## config.mk

```make
export PLATFORM = sky130hd
export DESIGN_NAME = qoi_stream_framer_flat
export DESIGN_NICKNAME = d
export VERILOG_FILES = /design/src/rtl/qoi_stream_framer_if.sv /design/src/rtl/qoi_stream_framer.sv /design/src/flat_wrapper.sv
export SDC_FILE = /design/constraint.sdc
export NUM_CORES = 1
export LEC_CHECK = 0
export CORE_ASPECT_RATIO = 1.2
export CORE_MARGIN = 2
export CORE_UTILIZATION = 33
export DETAILED_ROUTE_END_ITERATION = 6
export PLACE_DENSITY_LB_ADDON = 0.3
export SLEW_MARGIN = 10
export SYNTH_ARGS = -nofsm -noshare
export SYNTH_HDL_FRONTEND = slang
export SYNTH_SLANG_ARGS = --single-unit
```

## constraint.sdc

```tcl
create_clock -name clk -period 6.01 [get_ports clk]
set_input_delay 1.803 -clock clk [delete_from_list [all_inputs] [get_ports clk]]
set_output_delay 1.803 -clock clk [all_outputs]
set_load 0.1 [all_outputs]
```

## src/rtl/qoi_stream_framer_if.sv

```systemverilog
// qoi_stream_framer_if: chunk input and byte-stream output of the QOI framer.
// slave is the framer side, master is the producer/sink side.
interface qoi_stream_framer_if;
    logic [39:0] in_data;
    logic [2:0]  in_count;
    logic        in_last;
    logic        in_ready;
    logic [7:0]  out_byte;
    logic        out_valid;
    logic        out_ready;
    logic        out_last;

    modport slave (
        input  in_data, in_count, in_last, out_ready,
        output in_ready, out_byte, out_valid, out_last
    );

    modport master (
        output in_data, in_count, in_last, out_ready,
        input  in_ready, out_byte, out_valid, out_last
    );
endinterface

```

## src/rtl/qoi_stream_framer.sv

```systemverilog
// qoi_stream_framer: packs 0..5-byte chunks from qoi_core into a byte FIFO and
// emits one QOI file as a valid/ready byte stream.
// Macro QOI_FRAMER_HEADER_EN: when defined, the stream carries the 14-byte
// header and 8-byte end marker; when undefined, only raw body bytes are sent.
module qoi_stream_framer #(
    parameter int WIDTH      = 40,
    parameter int HEIGHT     = 30,
    parameter int CHANNELS   = 4,
    parameter int COLORSPACE = 0,
    parameter int FIFO_DEPTH = 16
) (
    input  logic                    clk,
    input  logic                    reset_n,
    input  logic                    start,
    qoi_stream_framer_if.slave      bus,
    output logic                    busy,
    output logic                    frame_done,
    output logic                    overflow,
    output logic [15:0]             byte_total
);
    localparam int AW = $clog2(FIFO_DEPTH);
    localparam logic [AW:0] DEPTH_C = (AW+1)'(FIFO_DEPTH);
    localparam logic [31:0] WIDTH_W  = 32'(WIDTH);
    localparam logic [31:0] HEIGHT_W = 32'(HEIGHT);
    localparam logic [7:0]  CHAN_B   = 8'(CHANNELS);
    localparam logic [7:0]  CSPACE_B = 8'(COLORSPACE);

    typedef enum logic [1:0] {S_IDLE, S_HEADER, S_BODY, S_TRAILER} state_t;

    state_t         state_reg, state_next;
    logic [3:0]     idx_reg, idx_next;
    logic [7:0]     fifo_mem [FIFO_DEPTH];
    logic [AW-1:0]  wr_ptr_reg, rd_ptr_reg;
    logic [AW:0]    occ_reg;
    logic           end_reg, overflow_reg, frame_done_reg;
    logic [15:0]    byte_total_reg;

    logic           out_valid_c, out_last_c, rd_en, xfer;
    logic [7:0]     out_byte_c;
    logic           in_phase, take_in, fits, wr_en, drop;
    logic [2:0]     cnt_c;
    logic [AW:0]    free_c;
    logic [7:0]     lane_byte [5];
    logic [AW-1:0]  lane_addr [5];

    function automatic logic [7:0] header_byte(input logic [3:0] i);
        logic [7:0] b;
        case (i)
            4'd0:    b = 8'h71;
            4'd1:    b = 8'h6F;
            4'd2:    b = 8'h69;
            4'd3:    b = 8'h66;
            4'd4:    b = WIDTH_W[31:24];
            4'd5:    b = WIDTH_W[23:16];
            4'd6:    b = WIDTH_W[15:8];
            4'd7:    b = WIDTH_W[7:0];
            4'd8:    b = HEIGHT_W[31:24];
            4'd9:    b = HEIGHT_W[23:16];
            4'd10:   b = HEIGHT_W[15:8];
            4'd11:   b = HEIGHT_W[7:0];
            4'd12:   b = CHAN_B;
            4'd13:   b = CSPACE_B;
            default: b = 8'h00;
        endcase
        return b;
    endfunction

    // Input acceptance: free space uses the registered occupancy only.
    assign free_c   = DEPTH_C - occ_reg;
    assign cnt_c    = (bus.in_count > 3'd5) ? 3'd5 : bus.in_count;
    assign in_phase = (state_reg == S_HEADER) || (state_reg == S_BODY);
    assign take_in  = in_phase && !end_reg;
    assign fits     = (AW+1)'(cnt_c) <= free_c;
    assign wr_en    = take_in && fits && (cnt_c != 3'd0);
    assign drop     = take_in && !fits;
    assign xfer     = out_valid_c && bus.out_ready;

    // Byte lanes of a chunk, MSB byte first, mapped onto consecutive FIFO slots.
    generate
        for (genvar gi = 0; gi < 5; gi++) begin : g_lane
            assign lane_byte[gi] = bus.in_data[39-8*gi -: 8];
            assign lane_addr[gi] = wr_ptr_reg + AW'(gi);
        end
    endgenerate

    // Next-state and stream output decode.
    always_comb begin
        state_next  = state_reg;
        idx_next    = idx_reg;
        out_valid_c = 1'b0;
        out_byte_c  = 8'h00;
        out_last_c  = 1'b0;
        rd_en       = 1'b0;
        case (state_reg)
            S_IDLE: begin
                if (start) begin
`ifdef QOI_FRAMER_HEADER_EN
                    state_next = S_HEADER;
`else
                    state_next = S_BODY;
`endif
                    idx_next = 4'd0;
                end
            end
            S_HEADER: begin
                out_valid_c = 1'b1;
                out_byte_c  = header_byte(idx_reg);
                if (bus.out_ready) begin
                    idx_next = idx_reg + 4'd1;
                    if (idx_reg == 4'd13) begin
                        state_next = S_BODY;
                        idx_next   = 4'd0;
                    end
                end
            end
            S_BODY: begin
                out_valid_c = (occ_reg != '0);
                out_byte_c  = (occ_reg != '0) ? fifo_mem[rd_ptr_reg] : 8'h00;
                rd_en       = out_valid_c && bus.out_ready;
`ifdef QOI_FRAMER_HEADER_EN
                if (end_reg && (occ_reg == '0)) begin
                    state_next = S_TRAILER;
                    idx_next   = 4'd0;
                end
`else
                // Without a trailer the final body byte itself closes the frame.
                out_last_c = end_reg && (occ_reg == (AW+1)'(1));
                if (end_reg && ((occ_reg == '0) ||
                                ((occ_reg == (AW+1)'(1)) && bus.out_ready)))
                    state_next = S_IDLE;
`endif
            end
            S_TRAILER: begin
                out_valid_c = 1'b1;
                out_byte_c  = (idx_reg == 4'd7) ? 8'h01 : 8'h00;
                out_last_c  = (idx_reg == 4'd7);
                if (bus.out_ready) begin
                    idx_next = idx_reg + 4'd1;
                    if (idx_reg == 4'd7)
                        state_next = S_IDLE;
                end
            end
        endcase
    end

    // Control state, FIFO pointers, occupancy and status registers.
    always_ff @(posedge clk) begin
        if (!reset_n) begin
            state_reg      <= S_IDLE;
            idx_reg        <= 4'd0;
            wr_ptr_reg     <= '0;
            rd_ptr_reg     <= '0;
            occ_reg        <= '0;
            end_reg        <= 1'b0;
            overflow_reg   <= 1'b0;
            frame_done_reg <= 1'b0;
            byte_total_reg <= 16'd0;
        end else begin
            state_reg      <= state_next;
            idx_reg        <= idx_next;
            frame_done_reg <= (state_reg != S_IDLE) && (state_next == S_IDLE);
            if (state_reg == S_IDLE) begin
                if (start) begin
                    byte_total_reg <= 16'd0;
                    overflow_reg   <= 1'b0;
                    end_reg        <= 1'b0;
                    wr_ptr_reg     <= '0;
                    rd_ptr_reg     <= '0;
                    occ_reg        <= '0;
                end
            end else begin
                if (xfer && (byte_total_reg != 16'hFFFF))
                    byte_total_reg <= byte_total_reg + 16'd1;
                if (wr_en)
                    wr_ptr_reg <= wr_ptr_reg + AW'(cnt_c);
                if (rd_en)
                    rd_ptr_reg <= rd_ptr_reg + AW'(1);
                occ_reg <= occ_reg + (AW+1)'(wr_en ? cnt_c : 3'd0) - (AW+1)'(rd_en);
                if (drop)
                    overflow_reg <= 1'b1;
                if (take_in && bus.in_last)
                    end_reg <= 1'b1;
            end
        end
    end

    // FIFO storage: up to five bytes land per cycle starting at the write pointer.
    always_ff @(posedge clk) begin
        for (int k = 0; k < 5; k++) begin
            if (wr_en && (3'(k) < cnt_c))
                fifo_mem[lane_addr[k]] <= lane_byte[k];
        end
    end

    assign bus.out_valid = out_valid_c;
    assign bus.out_byte  = out_byte_c;
    assign bus.out_last  = out_last_c;
    assign bus.in_ready  = in_phase && (free_c >= (AW+1)'(5));
    assign busy          = (state_reg != S_IDLE);
    assign frame_done    = frame_done_reg;
    assign overflow      = overflow_reg;
    assign byte_total    = byte_total_reg;
endmodule
```

## src/flat_wrapper.sv

```systemverilog
// flat-port wrapper written by rule: the top's interface ports become plain ports
module qoi_stream_framer_flat 
#(
    parameter int WIDTH      = 40,
    parameter int HEIGHT     = 30,
    parameter int CHANNELS   = 4,
    parameter int COLORSPACE = 0,
    parameter int FIFO_DEPTH = 16
)
  (clk, reset_n, start, busy, frame_done, overflow, byte_total, bus_in_data, bus_in_count, bus_in_last, bus_out_ready, bus_in_ready, bus_out_byte, bus_out_valid, bus_out_last);
  qoi_stream_framer_if bus_i ();
  input  logic clk;
  input  logic reset_n;
  input  logic start;
  output logic busy;
  output logic frame_done;
  output logic overflow;
  output logic [15:0] byte_total;
  input wire logic [$bits(bus_i.in_data)-1:0] bus_in_data;
  input wire logic [$bits(bus_i.in_count)-1:0] bus_in_count;
  input wire logic [$bits(bus_i.in_last)-1:0] bus_in_last;
  input wire logic [$bits(bus_i.out_ready)-1:0] bus_out_ready;
  output wire logic [$bits(bus_i.in_ready)-1:0] bus_in_ready;
  output wire logic [$bits(bus_i.out_byte)-1:0] bus_out_byte;
  output wire logic [$bits(bus_i.out_valid)-1:0] bus_out_valid;
  output wire logic [$bits(bus_i.out_last)-1:0] bus_out_last;
  assign bus_i.in_data = bus_in_data;
  assign bus_i.in_count = bus_in_count;
  assign bus_i.in_last = bus_in_last;
  assign bus_i.out_ready = bus_out_ready;
  assign bus_in_ready = bus_i.in_ready;
  assign bus_out_byte = bus_i.out_byte;
  assign bus_out_valid = bus_i.out_valid;
  assign bus_out_last = bus_i.out_last;
  qoi_stream_framer #(.WIDTH(WIDTH), .HEIGHT(HEIGHT), .CHANNELS(CHANNELS), .COLORSPACE(COLORSPACE), .FIFO_DEPTH(FIFO_DEPTH)) u_core (.clk(clk), .reset_n(reset_n), .start(start), .bus(bus_i), .busy(busy), .frame_done(frame_done), .overflow(overflow), .byte_total(byte_total));
endmodule
```

==> summary.txt <==
Yosys
  • Post-synth EDFFs: 128
  • Netlist cell types: 76
  • Synth area leaders: edfxtp_1 (26%), a211oi_1 (8.9%), a32oi_1 (7.4%)
  • Top cell type's share of synthesized area: 0.258
  • Ys Warns: 0
  • Dominant cell type by area after synthesis: edfxtp_1
  • Post-synthesis sequential area ratio: 0.324
  • Post-synth ARST share: 0
  • Syn Area/Cell: 9.24 um^2
  • Post-Syn Instances: 1610
  • Syn Nets: 1690
  • Synthesized area: 14900 um^2
  • Flop and latch count out of synthesis: 177
  • Ys flop type: edfxtp_1

Global routing
  • Global Route Usage Sum: 0.316
  • Largest net degree at the start of global routing: 45
  • Global-route wire length before repair: 107000 um
  • GRT Max-Usage Layer: met2
  • Met1 global-route usage: 0.380
  • Grt met2 use: 0.469
  • Global route total overflow: 0
  • M3 GR Usage: 0.105
  • Vias in the first global route: 15.3k
  • Initial antenna violation count: 3

Route
  • Antenna-violating nets left: 0
  • # DRC: 0
  • DR vias: 16.2k
  • DR vias/cell: 7.37
  • Post-Route WL: 75100 um
  • WL/cell: 34.1 um
  • Starting DRT DRC Count: 2688
  • First-pass DRT Iterations: 6

STA
  • Max Slew Vio Count: 0
  • Sum Neg Setup Slack: 0 ps
  • Final cycle utilization of the critical path: 0.858
  • Minimum clock period: 5160 ps
  • # setup viols final: 0
  • Layout Skew: 17.5 ps
  • Slew margin rel.: 0.149
  • Final Hold Viols: 0
  • Maximum clock rate: 0.194 GHz
  • Worst-Margin Slew: 1270 ps
  • Unrepaired setup endpoints after global routing: no

Clocking
  • CTS max path bufs: 2
  • Setup bufs post-CTS: 0
  • CTS clk-pin slew, worst paths: 80 ps
  • TritonCTS clock tree: yes
  • Clock H-tree levels: 4
  • Clk root buf: clkbuf_16
  • Total CTS buffers: 17
  • Clock Sinks: 177
  • Cts hold-fix bufs: 0
  • Worst skew pair latency: 460 ps
  • Post-cts sizing count: 0

Floorplanning
  • DIE AREA: 46800 um^2
  • Core area: 44700 um^2
  • Die height: 237 um
  • FP Rows: 85
  • Initial Util: 0.333
  • Die X: 198 um
  • IO Count: 78

Setup path
  • Path type of the worst setup path: reg2out
  • Critical Path Fanout Max: 7
  • Worst path required time: 4210 ps
  • Crit path DAT: 3350 ps
  • CP endpoint kind: output port
  • Worst setup SP type: flop

Pwr
  • Switching Share: 0.381
  • Seq pwr share: 0.394
  • Peak VDD IR: 213 uV
  • Sw power: 1.32 mW
  • Internal power: 2.15 mW
  • Clk network pwr share: 0.316
  • Combinational share of power: 0.290
  • LEAKAGE: 5.36 nW
  • Pwr per Cell Area: 204 nW/um^2

Layout
  • Fin nets: 1703
  • Area delta synth->final: 14.2%
  • FF/Latch Area: 4830 um^2
  • Layout fillers: 4437
  • Max reg flops: 128
  • Footprint of the multi-input gates: 9220 um^2
  • Non-filler instance count after layout: 2202
  • Fraction of layout cells with a size suffix above 1: 0.142

Run status
  • Status: finished clean

Run
  • Max Cap Viol: 0

Placement
  • Post-detail-place hpwl: 51800 um
  • Placed cell count: 2169
  • Number of I/O port buffers: 77
  • Placer Congestion: 1.09

Min path
  • Worst min-delay path class: reg2reg
[synthesized netlist by cell type (17+ instances only)]
cell type	instances
a21oi_1	64
edfxtp_1	128
o211ai_1	35
nand4_1	17
o211a_1	24
nand2_1	87
inv_1	39
ha_1	30
nor2b_1	26
mux2i_1	26
o31ai_1	87
and2_1	19
dfxtp_1	49
a211oi_1	177
buf_2	33
mux4_2	40
nor2_1	46
o21ai_0	50
a32oi_1	126
clkbuf_1	138
nor3_1	67
nand3_1	40
[power groups by stage]
stage,combinational (mW),sequential [mW],clock (mW)
6_report,1.00,1.37,1.10
2_1_floorplan,0.572,1.39,0
3_3_place_gp,0.938,1.39,0
3_5_place_dp,0.942,1.39,0
4_1_cts,0.944,1.37,1.10
5_1_grt,1.02,1.37,1.14
[per-layer routing]
| layer | part of all wire | routed length [um] | up-vias |
|---|---|---|---|
| met5 | 0.00036 | 27 | - |
| met4 | 0.096 | 7200 | 4 |
| met3 | 0.13 | 9990 | 477 |
| met2 | 0.42 | 31300 | 1428 |
| met1 | 0.35 | 26600 | 7655 |
| li1 | - | - | 6663 |
[layout by cell type (no fill, tap or decap), types with 49 or more instances in the layout]
cell type | netlist | layout
clkdlybuf4s50_1 | 0 | 68
nor3_1 | 67 | 67
a211oi_1 | 177 | 175
nand2_1 | 87 | 87
a21oi_1 | 64 | 61
edfxtp_1 | 128 | 128
buf_4 | 0 | 112
a32oi_1 | 126 | 126
o31ai_1 | 87 | 87
o21ai_0 | 50 | 49
[critical path: stages (launching register included)]
cell             delay, ps
dfxtp_1                510
inv_1                  140
ha_1                   240
and3_1                 190
ha_1                   250
nand2b_1               210
a21oi_1                180
clkdlybuf4s50_1       1170
[kinds of logic after synthesis]
| group | count (synthesis) | share of synthesized area |
|---|---|---|
| AO/OA/AOI/OAI | 711 | 0.366 |
| XOR/XNOR | 16 | 0.00942 |
| adder cells (fa/ha/maj) | 32 | 0.0279 |
| buffers and inverters | 229 | 0.0605 |
| flip-flops | 177 | 0.324 |
| multiplexers | 67 | 0.0788 |
| AND/OR/NAND/NOR | 378 | 0.133 |
[through the flow]
| stage | utilization | area (um^2) | total power, mW | hold WS [ps] | worst slack, ps |
|---|---|---|---|---|---|
| after floorplan | - | 14900 | 1.96 | 424 | 981 |
| after global placement | 0.368 | 16400 | 2.33 | 464 | 492 |
| after detailed placement | 0.368 | 16400 | 2.34 | 460 | 468 |
| after CTS | 0.380 | 17000 | 3.41 | 471 | 860 |
| after global routing | 0.380 | 17000 | 3.53 | 512 | 708 |
| final | 0.381 | 17000 | 3.47 | 470 | 853 |
[final timing paths]
| kind | depth (start not counted) | from | slack (ps) | to |
|---|---|---|---|---|
| hold / removal | 1 | u_core.rd_ptr_reg[3] | 470 | u_core.rd_ptr_reg[3] |
| setup / recovery | 7 | u_core.occ_reg[0] | 850 | bus_out_valid |
| setup reg to reg | 8 | u_core.state_reg[1] | 1800 | u_core.fifo_mem[0][6] |
| hold reg to reg | 1 | u_core.rd_ptr_reg[3] | 470 | u_core.rd_ptr_reg[3] |
[cell type report]
type / count / area share
tap: 565 / 0.0416
sequential: 177 / 0.284
clock buffer: 21 / 0.0266
clock inverter: 11 / 0.00545
multi-input combinational: 1204 / 0.542
timing repair buffer: 181 / 0.0907
inverter: 42 / 0.00928
antenna: 1 / 0.000147
Note: power is estimated with default switching activity, not from simulation.
